**config.mk**
```make
export PLATFORM = sky130hd
export DESIGN_NAME = stopwatch_core
export DESIGN_NICKNAME = d
export VERILOG_FILES = /design/src/rtl/stopwatch_pkg.sv /design/src/rtl/bcd_pair_counter.sv /design/src/rtl/stopwatch_core.sv
export SDC_FILE = /design/constraint.sdc
export NUM_CORES = 1
export LEC_CHECK = 0
export ABC_CLOCK_PERIOD_IN_PS = 1600
export CAP_MARGIN = 0
export CORE_ASPECT_RATIO = 1.1
export CORE_MARGIN = 4
export CORE_UTILIZATION = 40
export CTS_CLUSTER_SIZE = 16
export DETAILED_ROUTE_END_ITERATION = 7
export GPL_TIMING_DRIVEN = 0
export PLACE_DENSITY_LB_ADDON = 0.05
export REMOVE_ABC_BUFFERS = 1
export SYNTH_ARGS = -nofsm -noshare
export SYNTH_HDL_FRONTEND = slang
export SYNTH_SLANG_ARGS = --single-unit
```
**constraint.sdc**
```tcl
create_clock -name clk -period 1.6 [get_ports clk]
set_input_delay 0.32 -clock clk [delete_from_list [all_inputs] [get_ports clk]]
set_output_delay 0.32 -clock clk [all_outputs]
set_load 0.05 [all_outputs]
```
**src/rtl/stopwatch_pkg.sv**
```systemverilog
// Shared constants for the stopwatch core: digit width, BCD limits and FSM state encodings.
package stopwatch_pkg;

   localparam int unsigned DIGIT_W      = 5;
   localparam int unsigned SEC_TENS_MAX = 5;
   localparam int unsigned DIG_MAX      = 9;
   localparam int unsigned SEC_MAX      = SEC_TENS_MAX * 10 + DIG_MAX;

   typedef logic [1:0] state_t;

   localparam state_t ST_PAUSED = 2'd0;
   localparam state_t ST_RUN    = 2'd1;
   localparam state_t ST_ADJUST = 2'd2;

endpackage

```
**src/rtl/bcd_pair_counter.sv**
```systemverilog
// Two-digit BCD up-counter that wraps from MAX to 00; carry_out flags the wrapping increment.
module bcd_pair_counter #(
   parameter int unsigned DIGIT_W = 5,
   parameter int unsigned MAX     = 59
) (
   input  logic               clk,
   input  logic               rst,
   input  logic               inc,
   input  logic               clr,
   output logic [DIGIT_W-1:0] tens,
   output logic [DIGIT_W-1:0] ones,
   output logic               carry_out
);
   import stopwatch_pkg::*;

   localparam logic [DIGIT_W-1:0] MaxTens = DIGIT_W'(MAX / 10);
   localparam logic [DIGIT_W-1:0] MaxOnes = DIGIT_W'(MAX % 10);
   localparam logic [DIGIT_W-1:0] DigMax  = DIGIT_W'(DIG_MAX);

   logic [DIGIT_W-1:0] tens_q, tens_d;
   logic [DIGIT_W-1:0] ones_q, ones_d;
   logic               at_max;

   always_comb begin
      tens_d    = tens_q;
      ones_d    = ones_q;
      at_max    = (tens_q == MaxTens) && (ones_q == MaxOnes);
      carry_out = inc && at_max;
      if (clr) begin
         tens_d = '0;
         ones_d = '0;
      end else if (inc) begin
         if (at_max) begin
            tens_d = '0;
            ones_d = '0;
         end else if (ones_q == DigMax) begin
            ones_d = '0;
            tens_d = tens_q + 1'b1;
         end else begin
            ones_d = ones_q + 1'b1;
         end
      end
   end

   always_ff @(posedge clk or posedge rst) begin
      if (rst) begin
         tens_q <= '0;
         ones_q <= '0;
      end else begin
         tens_q <= tens_d;
         ones_q <= ones_d;
      end
   end

   assign tens = tens_q;
   assign ones = ones_q;

endmodule

```
**src/rtl/stopwatch_core.sv**
```systemverilog
// MM:SS BCD stopwatch core: RUN/PAUSED/ADJUST FSM, carry gating and wrap pulse.
// Optional lap freeze of the digit outputs when STOPWATCH_LAP_EN is defined.
module stopwatch_core #(
   parameter int unsigned DIGIT_W = stopwatch_pkg::DIGIT_W,
   parameter int unsigned MAX_MIN = 59
) (
   input  logic               clk,
   input  logic               rst,
   input  logic               tick_1hz,
   input  logic               tick_adj,
   input  logic               pause,
   input  logic               adj,
   input  logic               sel,
`ifdef STOPWATCH_LAP_EN
   input  logic               lap,
`endif
   output logic [DIGIT_W-1:0] min_l,
   output logic [DIGIT_W-1:0] min_r,
   output logic [DIGIT_W-1:0] sec_l,
   output logic [DIGIT_W-1:0] sec_r,
   output logic               running,
   output logic               wrap
);
   import stopwatch_pkg::*;

   state_t state_q, state_d;
   logic   running_q, running_d;
   logic   wrap_q, wrap_d;

   logic               run_tick, adj_tick;
   logic               sec_inc, min_inc, sec_carry, min_carry;
   logic [DIGIT_W-1:0] sec_t, sec_o, min_t, min_o;

   // Seconds carry into minutes only while running; adjust wraps each field on its own.
   assign run_tick = (state_q == ST_RUN) && tick_1hz;
   assign adj_tick = (state_q == ST_ADJUST) && tick_adj;
   assign sec_inc  = run_tick || (adj_tick && !sel);
   assign min_inc  = (run_tick && sec_carry) || (adj_tick && sel);

   bcd_pair_counter #(
      .DIGIT_W (DIGIT_W),
      .MAX     (SEC_MAX)
   ) u_sec (
      .clk       (clk),
      .rst       (rst),
      .inc       (sec_inc),
      .clr       (1'b0),
      .tens      (sec_t),
      .ones      (sec_o),
      .carry_out (sec_carry)
   );

   bcd_pair_counter #(
      .DIGIT_W (DIGIT_W),
      .MAX     (MAX_MIN)
   ) u_min (
      .clk       (clk),
      .rst       (rst),
      .inc       (min_inc),
      .clr       (1'b0),
      .tens      (min_t),
      .ones      (min_o),
      .carry_out (min_carry)
   );

   always_comb begin
      state_d = state_q;
      case (state_q)
         ST_PAUSED: begin
            if (adj)        state_d = ST_ADJUST;
            else if (pause) state_d = ST_RUN;
         end
         ST_RUN: begin
            if (adj)        state_d = ST_ADJUST;
            else if (pause) state_d = ST_PAUSED;
         end
         ST_ADJUST: begin
            if (!adj)       state_d = ST_PAUSED;
         end
         default:           state_d = ST_PAUSED;
      endcase
      running_d = (state_d == ST_RUN);
      wrap_d    = run_tick && sec_carry && min_carry;
   end

   always_ff @(posedge clk or posedge rst) begin
      if (rst) begin
         state_q   <= ST_PAUSED;
         running_q <= 1'b0;
         wrap_q    <= 1'b0;
      end else begin
         state_q   <= state_d;
         running_q <= running_d;
         wrap_q    <= wrap_d;
      end
   end

   assign running = running_q;
   assign wrap    = wrap_q;

`ifdef STOPWATCH_LAP_EN
   logic                   freeze_q, freeze_d;
   logic [4*DIGIT_W-1:0]   snap_q, snap_d;
   logic [4*DIGIT_W-1:0]   live;

   assign live = {min_t, min_o, sec_t, sec_o};

   // Snapshot captures the time currently on display, before any same-cycle tick.
   always_comb begin
      freeze_d = freeze_q;
      snap_d   = snap_q;
      if (state_d != ST_RUN) begin
         freeze_d = 1'b0;
      end else if (lap && (state_q == ST_RUN)) begin
         freeze_d = !freeze_q;
         if (!freeze_q) snap_d = live;
      end
   end

   always_ff @(posedge clk or posedge rst) begin
      if (rst) begin
         freeze_q <= 1'b0;
         snap_q   <= '0;
      end else begin
         freeze_q <= freeze_d;
         snap_q   <= snap_d;
      end
   end

   assign {min_l, min_r, sec_l, sec_r} = freeze_q ? snap_q : live;
`else
   assign {min_l, min_r, sec_l, sec_r} = {min_t, min_o, sec_t, sec_o};
`endif

endmodule

```
; ---- After elaboration in Yosys (flattened, before gate mapping)
; Cells that the tools add are included.
[word_totals]
register_bits = 24
output_inout_bits = 22
elab_cells = 50
[classes]
n_addsub = 4
n_eq_ne = 7
n_mux = 14
reduce_logical = 18
[op_table]
columns = op, n
row1 = $mux W5, 8
row2 = $add A5 B1 Y5 const B, 4
row3 = $eq A5 B3 Y1 const B, 2
row4 = $eq A5 B4 Y1 const B, 2
row5 = $logic_and A1 B1 Y1, 10
row6 = $mux W2, 5
row7 = $pmux W2 S3, 1
row8 = $eq A2 B1 Y1 const B, 2
row9 = $reduce_and A2 Y1, 2
row10 = $reduce_bool A2 Y1, 2
row11 = $eq A2 B2 Y1 const B, 1
row12 = $logic_not A2 Y1, 1
row13 = $logic_or A1 B1 Y1, 2
row14 = $logic_not A1 Y1, 1

; ---- Depth between registers and ports, before layout
[depth]
depth_word = 9
ltp_mapped = 7
depth_no_buf = 6

; ---- Cells and area by module
; A second synthesis with hierarchy kept.
[hier_totals]
hier_cells = 144
area_unflattened_um2 = 1382.6
[by_module_without_submodules]
columns = mod, n_inst, cells_per_inst, area_each_um2, seq_area_each_um2
row1 = bcd_pair_counter, 2, 63, 601.8, 250.2
row2 = stopwatch_core, 1, 18, 178.9, 100.1

; ---- Worst setup path after synthesis
; OpenSTA, ideal clock, no wires.
[synth_path]
path_kind = register -> register
start = register u_sec.tens_q[0], in the netlist u_sec.tens[0]
end = register u_min.tens_q[3], in the netlist u_min.tens[3]
setup_ps = 125
arrival_ps = 1852
required_ps = 1475
setup_slack_ps = -377
path_stages_with_launch = 6
path_buffers = 0
synth_period_minus_slack_ps = 1977
path_cell_list = dfrtp_1 > ha_1 > and4bb_2 > a31oi_4 > nor3_2 > mux2_2
[synth_between]
elab_chain_len = 6
[synth_lines]
columns = element, line_no
row1 = start: declaration, bcd_pair_counter.sv:20  ; logic [DIGIT_W-1:0] tens_q, tens_d;
row2 = start signal: assignment, bcd_pair_counter.sv:50  ; tens_q <= tens_d;
row3 = $eq A5 B3 Y1, bcd_pair_counter.sv:27  ; at_max = (tens_q == MaxTens) && (ones_q == MaxOnes);
row4 = $logic_and A1 B1 Y1, bcd_pair_counter.sv:27
row5 = $logic_and A1 B1 Y1, bcd_pair_counter.sv:28  ; carry_out = inc && at_max;
row6 = $logic_and A1 B1 Y1, stopwatch_core.sv:38  ; assign min_inc = (run_tick && sec_carry) || (adj_tick && sel);
row7 = $logic_or A1 B1 Y1, stopwatch_core.sv:38
row8 = $reduce_and A2 Y1 (no line), -
row9 = end signal: assignment, bcd_pair_counter.sv:50
row10 = end: declaration, bcd_pair_counter.sv:20
; No other way between the ends.
; A chain may end at the register's enable or synchronous reset.

; ---- Worst setup path after layout
[layout_path]
start = register u_sec.tens_q[1], in the netlist u_sec.tens[1]
end = register u_min.tens_q[3], in the netlist u_min.tens[3]
; Same word-level chain as after synthesis.

==> results.ini <==
[outcome]
outcome=finished with violations
violations=setup timing

[power]
p_total_mw=2.74
power_density_mw_per_mm2=1440
leakage_nw=0.862
ir_worst_vdd_mv=1.04

[critical_path]
crit_type=flip-flop to flip-flop
worstSetupStartpointType=flip-flop
arrival_ps=1880
path_cells=inv_1 > ha_2 > and4bb_2 > a31oi_4 > nor3_2 > mux2_4
critical_path_peak_fanout=8
ff2ff_setup_slack_ps=-60
crit_required_ps=1810
max_stage_delay_ps=400
end_kind=flip-flop
r2r_cells=6
cpMaxStageDelayCell=dfrtp_1

[finish]
antenna_cells=0
layout-drive-gt1-share=0.406
nFillCells=256
nets=186
final_common_cell=dfrtp_1
design_area_mm2=0.00190
area_delta_synth_final_pct=46.1
layout_common_cells=23 x dfrtp_1, 16 x buf_4, 10 x clkdlybuf4s15_2, 8 x nor2_1

[synth]
yosys-top-cells-area=dfrtp_1 46%, ha_1 7.7%, mux2_2 3.5%
synth_top_cell_by_area=dfrtp_1
synth_top_area_frac=0.462
ys_types=34
syn_avg_cell_area_um2=10.7
synth-seq-area-share=0.462
ys_ff_latch=24
syn_inst=121
yosysWarnings=0
syn_area_mm2=0.00130

[clock_network]
root_buffer=clkbuf_4
cts_buffers=3
cts_tree=done
path_clk_slew_ps=140
clk_path_buf_depth=2
cts_htree_levels=1
clk_latency_ps=310
clkSinkCount=24

[sta]
whs_ps=491
finClkSkew_ps=5.72
finalHoldViolations=0
timing.fmax_mhz=601
setup_tns_ps=-306
layout_min_cycle_time_ps=1660
worst_pin_slew_ps=918
drv_slew=0
maxSlewHeadroom=0.388
finalCritPeriodShare=1.04
finalSetupViolCount=8
fin_ws_ps=-63.7
rsz0062_at_grt=yes

[placement]
place_congestion=0.749
placed_area_mm2=0.00159
place_ws_ps=-750
portBuffers=28
dp_hpwl_um=1760

[worst_hold_path]
holdCritPathClass=input pin to async pin

[route]
dr.pass1.iters=4
drt_iter0_drc=32
drc=0
detail_route.wl_per_cell_um=13.9
vias=1054
routed_wl_um=2830
vias_per_cell=5.17
ant_nets=0

[global_route]
antenna_found_initial=0
gr-total-overflow=0
grtUsageTotal=0.139
grt_pass1_wl_um=4750
grt_max_degree=25
grt_pass1_vias=1054

[die]
fp-row-count=21
dieWidth_um=62.3
io_pins=29
initial_utilization=0.422
die-area_mm2=0.00422
die_y_um=67.8
core-area_mm2=0.00307

[flow_run]
drv_cap=0

==> routing by layer <==
layer / share of wire / vias up / global-route usage
li1: - / 518 / -
met5: 0 / - / 0
met4: 0.0074 / 0 / 0.0584
met2: 0.52 / 25 / 0.250
met3: 0.040 / 2 / 0.0250
met1: 0.43 / 509 / 0.164
==> worst max-delay path: cells and delay by family, from the launching register on <==
| kind | cells | cell delay [ps] |
|---|---|---|
| and+or+nand+nor | 2 | 450 |
| buffers and inverters | 1 | 60 |
| adders and majority gates | 1 | 170 |
| DFF | 1 | 400 |
| AOI/OAI and AO/OA | 1 | 160 |
| muxes | 1 | 310 |
==> per-stage QoR <==
stage	cells	utilization
detailed placement	180	0.519
floorplan	118	-
global placement	180	0.519
finish	204	0.617
global route	204	0.617
CTS	201	0.598
==> cell type report <==
type                            count  area [um^2]  share of cell area
Multi-Input combinational cell     85          739               0.390
Tap cell                           34         42.5              0.0224
Clock buffer                        4         36.3              0.0191
Timing Repair Buffer               48          443               0.234
Sequential cell                    24          602               0.317
Inverter                            9         33.8              0.0178
==> synthesized netlist by cell type (all sizes together) <==
cell,instances
dfrtp,24
inv,9
nor2,9
o21ai,9
ha,8
nand2,8
nor3,8
nand3,6
mux2,5
and4bb,4
o31ai,4
a21o,3
buf,3
xnor2,3
a21oi,2
nand2b,2
nor2b,2
xor2,2
a21boi,1
a31oi,1
and2,1
and3b,1
and4b,1
nand4,1
nor4,1
nor4bb,1
o22ai,1
or2,1
==> worst paths after layout <==
path | from | end
min in group clk | u_min.tens[4] | u_min.tens[4]
hold reg to reg | u_min.tens[4] | u_min.tens[4]
max in group asynchronous | rst | u_min.ones[0]
setup / recovery | u_sec.tens[1] | u_min.tens[3]
hold / removal | rst | u_sec.tens[4]
setup reg to reg | u_sec.tens[1] | u_min.tens[3]
==> kinds of logic (layout without fill, tap and decap cells) <==
family | after synthesis | count (layout) | share of synthesized area
multiplexers | 5 | 5 | 0.0462
XOR/XNOR | 5 | 5 | 0.0337
AND/OR/NAND/NOR | 46 | 46 | 0.215
adder cells (fa/ha/maj) | 8 | 8 | 0.0771
buffers and inverters | 12 | 61 | 0.0472
AO/OA/AOI/OAI | 21 | 21 | 0.119
flip-flops | 24 | 24 | 0.462
==> flip-flops by register name (all words and copies together) (netlist names) <==
register,count
u_sec.tens,5
state_q,2
wrap,1
u_min.ones,5
u_sec.ones,5
u_min.tens,5
running,1
==> where the power goes <==
group	leakage (nW)	internal, mW	switching, mW	total, mW
clock	0.0210	0.139	0.186	0.325
sequential	0.308	0.737	0.165	0.903
combinational	0.534	0.652	0.860	1.51
==> what timing repair did <==
item | 4_1_cts | 5_1_grt
gates resized for setup | 64 | 23
setup buffers | 17 | 3
hold buffers | 0 | 0
setup endpoints to repair | 34 | 23
pin swaps | 8 | 6
Note: power is estimated with default switching activity, not from simulation.
